## src/rtl/div_sched_pkg.sv

```systemverilog
// Shared types for the divider scheduler: FSM state encoding and the
// round-robin pick helper used by every arbiter in this slice.
package div_sched_pkg;

  localparam int RR_MAX   = 16;
  localparam int RR_IDX_W = 4;

  typedef enum logic [1:0] {
    ST_IDLE,
    ST_SETTLE,
    ST_WAIT,
    ST_RESP
  } div_sched_state_t;

  typedef struct packed {
    logic                found;
    logic [RR_IDX_W-1:0] idx;
  } rr_pick_t;

  // First set bit at or after ptr, wrapping at n. Requests above n are ignored.
  function automatic rr_pick_t rr_pick(input logic [RR_MAX-1:0]   req,
                                       input logic [RR_IDX_W-1:0] ptr,
                                       input int                  n);
    rr_pick_t pick;
    int       idx;
    pick = '0;
    for (int k = 0; k < RR_MAX; k++) begin
      idx = (int'(ptr) + k) % n;
      if (k < n && !pick.found && req[idx]) begin
        pick.found = 1'b1;
        pick.idx   = RR_IDX_W'(idx);
      end
    end
    return pick;
  endfunction

endpackage

```

## src/rtl/rr_arbiter.sv

```systemverilog
// Purely combinational round-robin arbiter: grants the first requester at or
// after ptr, returning the grant both one-hot and as an index.
module rr_arbiter
  import div_sched_pkg::*;
#(
  parameter  int N     = 4,
  localparam int IDX_W = $clog2(N)
) (
  input  logic [N-1:0]     req,
  input  logic [IDX_W-1:0] ptr,
  output logic [N-1:0]     gnt_onehot,
  output logic [IDX_W-1:0] gnt_idx,
  output logic             gnt_vld
);

  logic [RR_MAX-1:0] req_ext;
  rr_pick_t          pick;

  always_comb begin
    req_ext             = '0;
    req_ext[N-1:0]      = req;
    pick                = rr_pick(req_ext, RR_IDX_W'(ptr), N);
    gnt_vld             = pick.found;
    gnt_idx             = IDX_W'(pick.idx);
    gnt_onehot          = '0;
    gnt_onehot[gnt_idx] = pick.found;
  end

endmodule

```

## src/rtl/div_sched.sv

```systemverilog
// Shares one integer divider between N requesters: round-robin accept, hold
// operands, wait for the result, and return exactly one response per accept.
module div_sched
  import div_sched_pkg::*;
#(
  parameter int WIDTH   = 12,
  parameter int N       = 4,
  parameter int SETTLE  = 2,
  parameter int TIMEOUT = 64
) (
  input  logic               clk,
  input  logic               rst,
  input  logic [N-1:0]       req_vld,
  input  logic [N*WIDTH-1:0] req_dvd,
  input  logic [N*WIDTH-1:0] req_dvs,
  output logic [N-1:0]       req_rdy,
  output logic [N-1:0]       rsp_vld,
  output logic [WIDTH-1:0]   rsp_quo,
  output logic               rsp_err,
  output logic [WIDTH-1:0]   div_dvd,
  output logic [WIDTH-1:0]   div_dvs,
  input  logic [WIDTH-1:0]   div_quo,
  input  logic               div_rdy,
  output logic               busy
);

  localparam int IDX_W   = $clog2(N);
  localparam int CNT_MAX = (SETTLE > TIMEOUT) ? SETTLE : TIMEOUT;
  localparam int CNT_W   = $clog2(CNT_MAX + 1);

  div_sched_state_t state_q, state_d;
  logic [IDX_W-1:0] ptr_q, ptr_d;
  logic [IDX_W-1:0] cur_q, cur_d;
  logic [WIDTH-1:0] op_dvd_q, op_dvd_d;
  logic [WIDTH-1:0] op_dvs_q, op_dvs_d;
  logic [WIDTH-1:0] res_quo_q, res_quo_d;
  logic             res_err_q, res_err_d;
  logic [CNT_W-1:0] cnt_q, cnt_d;
  logic             busy_q, busy_d;

  logic [N-1:0]     gnt_onehot;
  logic [IDX_W-1:0] gnt_idx;
  logic             gnt_vld;
  logic [WIDTH-1:0] sel_dvd, sel_dvs;

  rr_arbiter #(.N(N)) u_arb (
    .req        (req_vld),
    .ptr        (ptr_q),
    .gnt_onehot (gnt_onehot),
    .gnt_idx    (gnt_idx),
    .gnt_vld    (gnt_vld)
  );

  // NOTE: every signal written here is defaulted first so no path through the case infers a latch.
  always_comb begin
    state_d   = state_q;
    ptr_d     = ptr_q;
    cur_d     = cur_q;
    op_dvd_d  = op_dvd_q;
    op_dvs_d  = op_dvs_q;
    res_quo_d = res_quo_q;
    res_err_d = res_err_q;
    cnt_d     = cnt_q;
    req_rdy   = '0;
    rsp_vld   = '0;
    sel_dvd   = req_dvd[int'(gnt_idx)*WIDTH +: WIDTH];
    sel_dvs   = req_dvs[int'(gnt_idx)*WIDTH +: WIDTH];

    case (state_q)
      ST_IDLE: begin
        if (gnt_vld) begin
          req_rdy  = gnt_onehot;
          op_dvd_d = sel_dvd;
          op_dvs_d = sel_dvs;
          cur_d    = gnt_idx;
          // A zero divisor is answered locally; the divider is never consulted.
          if (sel_dvs == '0) begin
            res_quo_d = '1;
            res_err_d = 1'b1;
            state_d   = ST_RESP;
          end else begin
            cnt_d   = '0;
            state_d = ST_SETTLE;
          end
        end
      end
      ST_SETTLE: begin
        if (cnt_q == CNT_W'(SETTLE - 1)) begin
          cnt_d   = '0;
          state_d = ST_WAIT;
        end else begin
          cnt_d = cnt_q + 1'b1;
        end
      end
      ST_WAIT: begin
        if (div_rdy) begin
          res_quo_d = div_quo;
          res_err_d = 1'b0;
          state_d   = ST_RESP;
        end else if (cnt_q == CNT_W'(TIMEOUT - 1)) begin
          res_quo_d = '0;
          res_err_d = 1'b1;
          state_d   = ST_RESP;
        end else begin
          cnt_d = cnt_q + 1'b1;
        end
      end
      ST_RESP: begin
        rsp_vld[cur_q] = 1'b1;
        ptr_d          = (cur_q == IDX_W'(N - 1)) ? '0 : cur_q + 1'b1;
        state_d        = ST_IDLE;
      end
      default: state_d = ST_IDLE;
    endcase

    busy_d = (state_d != ST_IDLE);
  end

  // NOTE: non-blocking assignments so every flop samples pre-edge values regardless of statement order.
  always_ff @(posedge clk) begin
    if (rst) begin
      state_q   <= ST_IDLE;
      ptr_q     <= '0;
      cur_q     <= '0;
      op_dvd_q  <= '0;
      op_dvs_q  <= '0;
      res_quo_q <= '0;
      res_err_q <= 1'b0;
      cnt_q     <= '0;
      busy_q    <= 1'b0;
    end else begin
      state_q   <= state_d;
      ptr_q     <= ptr_d;
      cur_q     <= cur_d;
      op_dvd_q  <= op_dvd_d;
      op_dvs_q  <= op_dvs_d;
      res_quo_q <= res_quo_d;
      res_err_q <= res_err_d;
      cnt_q     <= cnt_d;
      busy_q    <= busy_d;
    end
  end

  assign div_dvd = op_dvd_q;
  assign div_dvs = op_dvs_q;
  assign rsp_quo = res_quo_q;
  assign rsp_err = res_err_q;
  assign busy    = busy_q;

endmodule

```

## config.mk

```make
export PLATFORM = sky130hd
export DESIGN_NAME = div_sched
export DESIGN_NICKNAME = d
export VERILOG_FILES = /design/src/rtl/div_sched_pkg.sv /design/src/rtl/rr_arbiter.sv /design/src/rtl/div_sched.sv
export SDC_FILE = /design/constraint.sdc
export NUM_CORES = 1
export LEC_CHECK = 0
export ABC_AREA = 0
export BUFFER_PORTS_ARGS = -buffer_cell sky130_fd_sc_hd__buf_4
export CORE_MARGIN = 8
export CORE_UTILIZATION = 46
export CTS_CLUSTER_DIAMETER = 50
export DETAILED_ROUTE_END_ITERATION = 12
export PLACE_DENSITY = 0.89
export SYNTH_ARGS = -nofsm -noshare
export SYNTH_HDL_FRONTEND = slang
export SYNTH_HIERARCHICAL = 1
export SYNTH_SLANG_ARGS = --single-unit
```

## constraint.sdc

```tcl
create_clock -name clk -period 3.7 [get_ports clk]
set_input_delay 0.74 -clock clk [delete_from_list [all_inputs] [get_ports clk]]
set_output_delay 0.74 -clock clk [all_outputs]
set_load 0.01 [all_outputs]
```

==> flow_metrics.tcl, run 1 <==
set metrics [dict create \
    outcome "finished, final reports clean" \
    clock_latency_ns 0.31 \
    min_from "div_dvd[11]$_SDFFE_PP0P_" \
    rows 30 \
    synth_nets 473 \
    timing.rr.start "ptr_q[1]$_SDFFE_PP0P_" \
    overflow 0 \
    ys_async_sr_fraction_pct 0 \
    ys_types 48 \
    peakVddDrop_v 0.000236 \
    synthTopCellsByArea "dfxtp_1 (32%), mux4_2 (11%), nand2_1 (8.6%)" \
    fp.coreArea_sq_um 6720 \
    yosys.area_share.xor_xnor_pct 0 \
    cts_sinks 51 \
    cts_buffers 5 \
    hold_viol_final 0 \
    yosys.area.top_type_share_pct 32.2 \
    wl_mm 10.3 \
    critPathLaunchType "primary input" \
    grt_pass1_wl_mm 16.2 \
    synth_edf_count 0 \
    rsz0062_at_grt "no" \
    wire_per_inst_um 17.9 \
    yosys.area_share.simple_pct 17.3 \
    antenna_found_initial 0 \
    fin_crit_sh_pct 90.8 \
    hold_depth 2 \
    n_antenna_cell 0 \
    fin_nets 621 \
    synth_compound_area_share_pct 20.3 \
    synth_cells 348 \
    cts_tree "yes" \
    die_area_sq_um 9800 \
    gp_congestion 0.932 \
    reg2reg_to "rsp_quo[11]$_SDFFE_PP0P_" \
    viasPerCell 5.66 \
    path_buf_inv 2 \
    leakage_nw 2.06 \
    cp_top_family "simple AND/OR/NAND/NOR gates" \
    die_h_um 99.0 \
    maxSlewViolCount 0 \
    worstPathMaxFanout 25 \
    slowest_stage "mux4_1" \
    num_io_pins 161 \
    grt_usage_pct 20.2 \
    fin_util_pct 66.9 \
    worstPathCellList "buf_4 -> mux2i_1 -> nor2_1 -> a311oi_4 -> buf_12 -> mux4_1 -> nor4_2 -> nand4_2 -> and3_4 -> o22a_1" \
    max-slew-margin-rel_pct 34.8 \
    yosysMostFrequentCell "nand2_1" \
    fin_worst_skew_ns 0.0109 \
    arrival_ns 3.57 \
    synth_seq_cells 51 \
    first_global_vias 3492 \
    drive_gt1_share_pct 40.4 \
    post_cts_buffers 0 \
    whs_ns 0.463 \
    yosys_most_used_dff "dfxtp_1" \
    area_delta_synth_final_pct 41.8 \
    grt_max_degree 48 \
    worst_r2r_path_depth 9 \
    yosysSeqAreaShare_pct 32.2 \
    cts_root_buffer "clkbuf_8" \
    min_to "div_dvd[11]$_SDFFE_PP0P_" \
    syn_area_per_cell_sq_um 9.11 \
    tns_ns 0 \
    synthTopCellsByCount "nand2_1 (73), dfxtp_1 (51), a21oi_1 (48), clkbuf_1 (16)" \
    cts_hold_buf 0 \
    synth.cell_area_sq_um 3170 \
    synth_top_family_by_area "compound AO/OA/AOI/OAI gates" \
    cts_max_path_buffers 2 \
    yosys_warnings 6 \
    worst_pin_slew_ns 0.975 \
    cts_max_level 2 \
    dr.pass1.iters 5 \
    drtIter0Drc 236 \
    hpwl_mm 8.33 \
    via_count 3266 \
    muxShareOfSynthArea_pct 19.4 \
    drc 0 \
    start_util_pct 47.2 \
    die_w_um 99.0 \
    maxCapViolations 0 \
    ant_nets 0 \
    cp_slowest_stage_delay_ns 0.63 \
    port_buffers 160 \
    crit_type "primary input to flop" \
    setup_violations 0 \
    powerDensity_nw_per_um2 297 \
    yosysTopAreaCell "dfxtp_1" \
    fmax_mhz 298 \
    crit_path_end_kind "flop" \
    fin_crit_ns 3.36 \
    reg2reg_slack_ns 0.48 \
    cts_resized 0 \
    crit_required_ns 3.91 \
    synth_fa_ha_area_share_pct 3.95 \
    hold_path.class "flop to flop" \
    clkTransAtPathRegs_ns 0.11 \
]
## layout by cell type (no fill, tap or decap), types with 2 or more instances in the layout
cell type | Yosys | final
dfxtp_1 | 51 | 51
o311ai_0 | 2 | 2
o21a_1 | 2 | 2
o21ai_0 | 13 | 13
mux4_1 | 9 | 9
nand4_1 | 3 | 3
and3_1 | 7 | 7
and2_1 | 5 | 5
clkbuf_8 | 0 | 5
mux2i_1 | 4 | 4
a21oi_1 | 48 | 48
nand2b_1 | 4 | 4
a211oi_1 | 6 | 6
nor2_1 | 10 | 10
buf_4 | 0 | 166
inv_1 | 15 | 15
nand3_1 | 3 | 3
o221a_2 | 2 | 2
ha_1 | 10 | 10
o32ai_1 | 3 | 3
o22a_1 | 12 | 12
mux4_2 | 15 | 15
nand2_1 | 73 | 73
nor4_2 | 3 | 3
nor3_1 | 2 | 2
## tightest hold or removal path: cells and delay by family (launching register included)
| kind | cells | cell delay, ns |
|---|---|---|
| AOI/OAI and AO/OA | 1 | 0.05 |
| and+or+nand+nor | 1 | 0.05 |
| DFF | 1 | 0.33 |
## flip-flops by register name, indices dropped and copies added, names as in the netlist
name,cells
div_dvd,12
div_dvs,12
rsp_quo,12
cnt_q,7
cur_q,2
ptr_q,2
state_q,2
busy,1
rsp_err,1
## area by class of cell
class,count,area (sq um)
Multi-Input combinational cell,255,1950
Sequential cell,51,1020
Fill cell,503,2230
Clock buffer,5,68.8
Timing Repair Buffer,167,1270
Inverter,16,60.1
Tap cell,80,100
Clock inverter,3,27.5
## where the power goes
| part | switching (mW) | total [mW] | internal [mW] |
|---|---|---|---|
| clock network | 0.205 | 0.344 | 0.139 |
| registers | 0.0200 | 0.603 | 0.583 |
| logic | 0.177 | 0.388 | 0.212 |
| total | 0.402 | 1.34 | 0.934 |
## worst max path at each step
| stage | from | endpoint | slack (ns) | cells after the start |
|---|---|---|---|---|
| after global placement | req_vld[0] | rsp_quo[11]$_SDFFE_PP0P_ | 0.15 | 10 |
| after detailed placement | req_vld[2] | rsp_quo[11]$_SDFFE_PP0P_ | 0.007 | 10 |
| after CTS | req_vld[2] | rsp_quo[11]$_SDFFE_PP0P_ | 0.34 | 10 |
| after floorplan | req_vld[0] | rsp_quo[10]$_SDFFE_PP0P_ | 0.44 | 12 |
| after global routing | req_vld[2] | rsp_quo[11]$_SDFFE_PP0P_ | 0.22 | 10 |
| final | req_vld[2] | rsp_quo[11]$_SDFFE_PP0P_ | 0.34 | 10 |
## cell families after synthesis
kind of cell | after synthesis
and+or+nand+nor | 116
buffers and inverters | 42
adders and majority gates | 10
muxes | 28
DFF | 51
AOI/OAI and AO/OA | 101
## layer usage
layer | wire length [um] | vias up | global-route usage (%)
met5 | 0 | - | 0
met2 | 5450 | 157 | 37.9
met1 | 3610 | 1519 | 19.4
li1 | - | 1573 | -
met3 | 1010 | 17 | 7.75
met4 | 227 | 0 | 6.97
## through the flow
| step | power [mW] | std cells | setup WS, ns | instance area (sq um) |
|---|---|---|---|---|
| 4_1_cts | 1.34 | 577 | 0.338 | 4490 |
| 3_5_place_dp | 1.01 | 569 | 0.00690 | 4400 |
| 6_report | 1.34 | 577 | 0.339 | 4490 |
| 3_3_place_gp | 0.990 | 569 | 0.149 | 4400 |
| 5_1_grt | 1.40 | 577 | 0.218 | 4490 |
| 2_1_floorplan | 0.818 | 348 | 0.442 | 3170 |
(Power assumes the default switching activity.)
==> run 2: changes to the inputs <==
--- a/config.mk
+++ b/config.mk
@@ -8,10 +8,10 @@
 export ABC_AREA = 0
 export BUFFER_PORTS_ARGS = -buffer_cell sky130_fd_sc_hd__buf_4
 export CORE_MARGIN = 8
-export CORE_UTILIZATION = 46
+export CORE_UTILIZATION = 42
 export CTS_CLUSTER_DIAMETER = 50
 export DETAILED_ROUTE_END_ITERATION = 12
-export PLACE_DENSITY = 0.89
+export PLACE_DENSITY = 0.86
 export SYNTH_ARGS = -nofsm -noshare
 export SYNTH_HDL_FRONTEND = slang
 export SYNTH_HIERARCHICAL = 1
==> constraint.sdc (replaced) <==
create_clock -name clk -period 3 [get_ports clk]
set_input_delay 0.6 -clock clk [delete_from_list [all_inputs] [get_ports clk]]
set_output_delay 0.6 -clock clk [all_outputs]
set_load 0.01 [all_outputs]
==> run 2 against run 1 <==
Effect of this change: via count up 2.4%; register-to-register slack got worse by 0.43 ns; sequential cell count unchanged; sequential power is 23% higher; highest routed layer unchanged; core utilization fell by 2.2 points.
==> flow_metrics.tcl, run 2 (same netlist as run 1, synthesis figures left out) <==
set metrics [dict create \
    leakage_nw 2.14 \
    maxCapViolations 0 \
    gp_congestion 0.868 \
    worstPathMaxFanout 11 \
    cp_top_family "multiplexers" \
    drtIter0Drc 155 \
    crit_required_ns 3.22 \
    setup_violations 0 \
    max-slew-margin-rel_pct 48.9 \
    whs_ns 0.464 \
    die_w_um 103 \
    fin_crit_ns 2.95 \
    worst_r2r_path_depth 10 \
    overflow 0 \
    maxSlewViolCount 0 \
    fin_util_pct 64.6 \
    cts_max_level 2 \
    fmax_mhz 339 \
    grt_pass1_wl_mm 16.5 \
    final_cell_count_no_fill 615 \
    grt_max_degree 48 \
    cts_root_buffer "clkbuf_8" \
    reg2reg_slack_ns 0.05 \
    worstPathCellList "mux2i_1 -> nor2_1 -> a311oi_4 -> buf_12 -> mux4_1 -> nor4_4 -> buf_4 -> and4_4 -> a211oi_1 -> o32ai_1" \
    num_io_pins 161 \
    grt_usage_pct 19.8 \
    via_count 3345 \
    hold_depth 2 \
    drive_gt1_share_pct 44.2 \
    rsz0062_at_grt "yes" \
    cts_max_path_buffers 2 \
    cp_slowest_stage_delay_ns 0.62 \
    clkTransAtPathRegs_ns 0.11 \
    rows 31 \
    tns_ns 0 \
    cts_tree "yes" \
    start_util_pct 43.5 \
    critPathLaunchType "flop" \
    die_area_sq_um 10600 \
    path_buf_inv 2 \
    powerDensity_nw_per_um2 360 \
    drc 0 \
    antenna_found_initial 0 \
    fin_crit_sh_pct 98.3 \
    cts_buffers 5 \
    viasPerCell 5.44 \
    fin_nets 640 \
    crit_path_end_kind "flop" \
    min_to "div_dvd[6]$_SDFFE_PP0P_" \
    fin_worst_skew_ns 0.00476 \
    first_global_vias 3473 \
    worst_pin_slew_ns 0.764 \
    die_h_um 103 \
    min_from "div_dvd[6]$_SDFFE_PP0P_" \
    cts_sinks 51 \
    slowest_stage "mux4_1" \
    ant_nets 0 \
    area_delta_synth_final_pct 48.7 \
    crit_type "flop to flop" \
    hpwl_mm 8.68 \
    final_cell_mix "buf_4 (182), nand2_1 (73), dfxtp_1 (50)" \
    outcome "finished, final reports clean" \
    dp_cells 602 \
    hold_viol_final 0 \
    total_power_mw 1.70 \
    layout_commonest_cell "buf_4" \
    arrival_ns 3.17 \
    hold_path.class "flop to flop" \
    fp.coreArea_sq_um 7290 \
    clock_latency_ns 0.31 \
    dr.pass1.iters 5 \
    peakVddDrop_v 0.000249 \
    timing.rr.start "ptr_q[1]$_SDFFE_PP0P_" \
    wire_per_inst_um 17.6 \
    port_buffers 160 \
    crit_start "ptr_q[1]$_SDFFE_PP0P_" \
    reg2reg_to "cnt_q[6]$_SDFFE_PP0P_" \
    wl_mm 10.9 \
    n_antenna_cell 0 \
]
## run 2: cell types whose count changed in the layout (fill, tap and decap cells not counted), moves of 2 or more
| cell | previous run | this run |
|---|---|---|
| nor4_4 | 0 | 3 |
| buf_12 | 1 | 3 |
| mux4_1 | 9 | 4 |
| nor4_2 | 3 | 0 |
| mux4_2 | 15 | 20 |
| buf_4 | 166 | 182 |
## run 2: how the worst max path moves through the flow
stage,cells after the start,to,slack (ns)
6_report,10,cnt_q[6]$_SDFFE_PP0P_,0.05
5_1_grt,11,cnt_q[6]$_SDFFE_PP0P_,-0.10
4_1_cts,10,cnt_q[6]$_SDFFE_PP0P_,0.001
3_5_place_dp,11,cnt_q[6]$_SDFFE_PP0P_,-0.28
3_3_place_gp,11,cnt_q[6]$_SDFFE_PP0P_,-0.20
2_1_floorplan,12,rsp_quo[10]$_SDFFE_PP0P_,-0.04
## run 2: where the power goes
group          switching (mW)  total (mW)  internal (mW)
Combinational           0.237       0.524          0.287
Sequential             0.0239       0.743          0.719
Clock                   0.257       0.429          0.172
## run 2: repair_timing
action / in CTS / in global routing
hold buffers: 0 / 0
gates resized for setup: 1 / 6
setup buffers: 0 / 4
pin swaps: 0 / 5
cloned: 0 / 1
endpoints found under the setup margin: 1 / 19
## run 2: per-layer routing
metal  share of wire [%]  vias up  routed length, um  GRT usage (%)
li1                    -     1606                  -              -
met1                  34     1559               3710           20.1
met2                  53      158               5750           35.6
met3                  10       22               1120           8.10
met4                 2.4        0                265           7.01
met5                   0        -                  0              0
## run 2: per-stage QoR
| stage | cell area, sq um | setup slack [ns] |
|---|---|---|
| floorplan | 3190 | -0.0384 |
| global placement | 4550 | -0.204 |
| global route | 4710 | -0.105 |
| CTS | 4650 | 0.00131 |
| detailed placement | 4550 | -0.275 |
| finish | 4710 | 0.0501 |
## run 2: worst reg2reg max path, stage by stage, from the launching register on
cell and delay, ns:
dfxtp_2 0.37, mux2i_1 0.20, nor2_1 0.10, a311oi_4 0.27, buf_12 0.18, mux4_1 0.62
nor4_4 0.38, buf_4 0.18, and4_4 0.27, a211oi_1 0.06, o32ai_1 0.24
## run 2: cell type report
| class | count | area (sq um) |
|---|---|---|
| multi-input combinational | 256 | 1980 |
| sequential | 51 | 1020 |
| inverter | 16 | 60.1 |
| tap | 99 | 124 |
| clock inverter | 3 | 27.5 |
| fill | 603 | 2580 |
| timing repair buffer | 185 | 1430 |
| clock buffer | 5 | 68.8 |
==> run 3: changes to the inputs <==
--- a/config.mk
+++ b/config.mk
@@ -6,7 +6,7 @@
 export NUM_CORES = 1
 export LEC_CHECK = 0
 export ABC_AREA = 0
-export BUFFER_PORTS_ARGS = -buffer_cell sky130_fd_sc_hd__buf_4
+export BUFFER_PORTS_ARGS = -buffer_cell sky130_fd_sc_hd__buf_2
 export CORE_MARGIN = 8
 export CORE_UTILIZATION = 42
 export CTS_CLUSTER_DIAMETER = 50
==> run 3 against run 2 <==
Effect of this change: maximum frequency fell by 3.3%; highest routed layer unchanged; global-route usage fell by 0.92 points; critical path depth rose by 1; sequential share of layout area rose by 1.7 points; combinational power fell by 11%; the flow now finishes with violations (negative setup slack).
==> flow_metrics.tcl, run 3 (same netlist as run 1, synthesis figures left out) <==
set metrics [dict create \
    outcome "finished with violations" \
    violations "negative setup slack" \
    hpwl_mm 8.21 \
    ant_nets 0 \
    arrival_ns 3.25 \
    worst_pin_slew_ns 0.841 \
    fmax_mhz 328 \
    slowest_stage "mux4_2" \
    dp_cells 602 \
    grt_usage_pct 18.8 \
    fillCellCount 655 \
    total_power_mw 1.63 \
    area_delta_synth_final_pct 38.1 \
    worstPathMaxFanout 7 \
    grt_pass1_wl_mm 15.9 \
    first_global_vias 3402 \
    fin_util_pct 60.0 \
    fin_ws_ns -0.0520 \
    timing.rr.start "ptr_q[1]$_SDFFE_PP0P_" \
    gp_congestion 0.891 \
    fin_crit_ns 3.05 \
    rsz0062_at_grt "yes" \
    rows 31 \
    num_io_pins 161 \
    via_count 3345 \
    hold_viol_final 0 \
    antenna_found_initial 0 \
    worstPathCellList "mux2i_2 -> nor2_2 -> a311oi_4 -> buf_12 -> buf_4 -> mux4_2 -> nor4_4 -> buf_4 -> and4_4 -> a211oi_2 -> o32ai_1" \
    viasPerCell 5.40 \
    dr_wl_met2_mm 5.55 \
    cts_max_level 2 \
    cts_sinks 51 \
    setup_violations 2 \
    wl_met3_um 926 \
    cts_tree "yes" \
    drc 0 \
    wl_met1_mm 3.83 \
    dpl_cell_area_sq_um 4150 \
    dr.pass1.iters 4 \
    fin_crit_sh_pct 102 \
    hold_path.class "flop to flop" \
    critPathCapture "cnt_q[6]$_SDFFE_PP0P_" \
    max-slew-margin-rel_pct 43.9 \
    multiInputGateArea_sq_um 2000 \
    die_w_um 103 \
    worst_r2r_path_depth 11 \
    grt_max_degree 48 \
    cts_root_buffer "clkbuf_8" \
    port_buffers 160 \
    critPathLaunchType "flop" \
    layout_commonest_cell "buf_2" \
    crit_required_ns 3.20 \
    powerDensity_nw_per_um2 372 \
    reg2reg_to "cnt_q[6]$_SDFFE_PP0P_" \
    wire_per_inst_um 16.8 \
    peakVddDrop_v 0.000261 \
    die_area_sq_um 10600 \
    fp.coreArea_sq_um 7290 \
    maxSlewViolCount 0 \
    final_cell_count_no_fill 620 \
    final_cell_area_sq_um 4380 \
    crit_type "flop to flop" \
    fin_worst_skew_ns 0.00859 \
    fin_nets 644 \
    drive_gt1_share_pct 45.6 \
    crit_path_end_kind "flop" \
    wl_mm 10.4 \
    tns_ns -0.0597 \
    start_util_pct 43.5 \
    clkTransAtPathRegs_ns 0.09 \
    drtIter0Drc 206 \
    min_from "div_dvd[6]$_SDFFE_PP0P_" \
    maxCapViolations 0 \
    leakage_nw 2.07 \
    regArea_sq_um 1020 \
    clock_latency_ns 0.30 \
    cp_slowest_stage_delay_ns 0.53 \
    crit_start "ptr_q[1]$_SDFFE_PP0P_" \
    cts_max_path_buffers 2 \
    reg2reg_slack_ns -0.05 \
    die_h_um 103 \
    overflow 0 \
    path_common_cell "buf_4" \
    cts_buffers 5 \
    topRoutingLayerUsed "met4" \
    final_cell_mix "buf_2 (160), nand2_1 (73), dfxtp_1 (50)" \
]
-- run 3: worst min-delay path by stage --
stage	to	slack (ns)	depth (start not counted)
after global routing	div_dvs[6]$_SDFFE_PP0P_	0.48	2
final	div_dvd[6]$_SDFFE_PP0P_	0.46	2
after CTS	div_dvd[5]$_SDFFE_PP0P_	0.46	2
after global placement	div_dvd[7]$_SDFFE_PP0P_	0.44	2
after floorplan	cur_q[1]$_SDFFE_PP0P_	0.47	2
after detailed placement	div_dvs[6]$_SDFFE_PP0P_	0.45	2
-- run 3: routing by layer --
layer / GRT usage, % / vias to the layer above
met3: 5.67 / 10
met5: 0 / -
met2: 35.2 / 148
li1: - / 1617
met4: 5.23 / 0
met1: 19.9 / 1570
-- run 3: layout make-up --
cell class                 instances  area share (%)
multi-input combinational        256            45.8
antenna                            1          0.0572
clock buffer                       6            1.89
clock inverter                     2           0.314
sequential                        51            23.4
inverter                          16            1.37
tap                               99            2.83
timing repair buffer             189            24.4
-- run 3: where the power goes --
part           internal (mW)  switching (mW)
logic                  0.229           0.237
registers              0.718          0.0224
clock network          0.189           0.231
-- run 3: metrics by stage --
stage                     hold WS (ns)  setup WS, ns
after global placement           0.437        -0.181
after floorplan                  0.469       -0.0384
after CTS                        0.462      0.000580
after global routing             0.478        -0.167
final                            0.461       -0.0520
after detailed placement         0.447        -0.299
-- run 3: critical path: cells and delay by family, from the launching register on --
family,cells,cell delay (ns)
AOI/OAI and AO/OA,3,0.62
and+or+nand+nor,3,0.74
buffers and inverters,3,0.46
muxes,2,0.76
DFF,1,0.39
-- run 3: repair_timing --
item                       4_1_cts  5_1_grt
pin swaps                        2       10
hold buffers                     0        0
setup endpoints to repair       18       20
gates cloned                     0        1
resized for setup                5       23
buffers inserted                 2        6
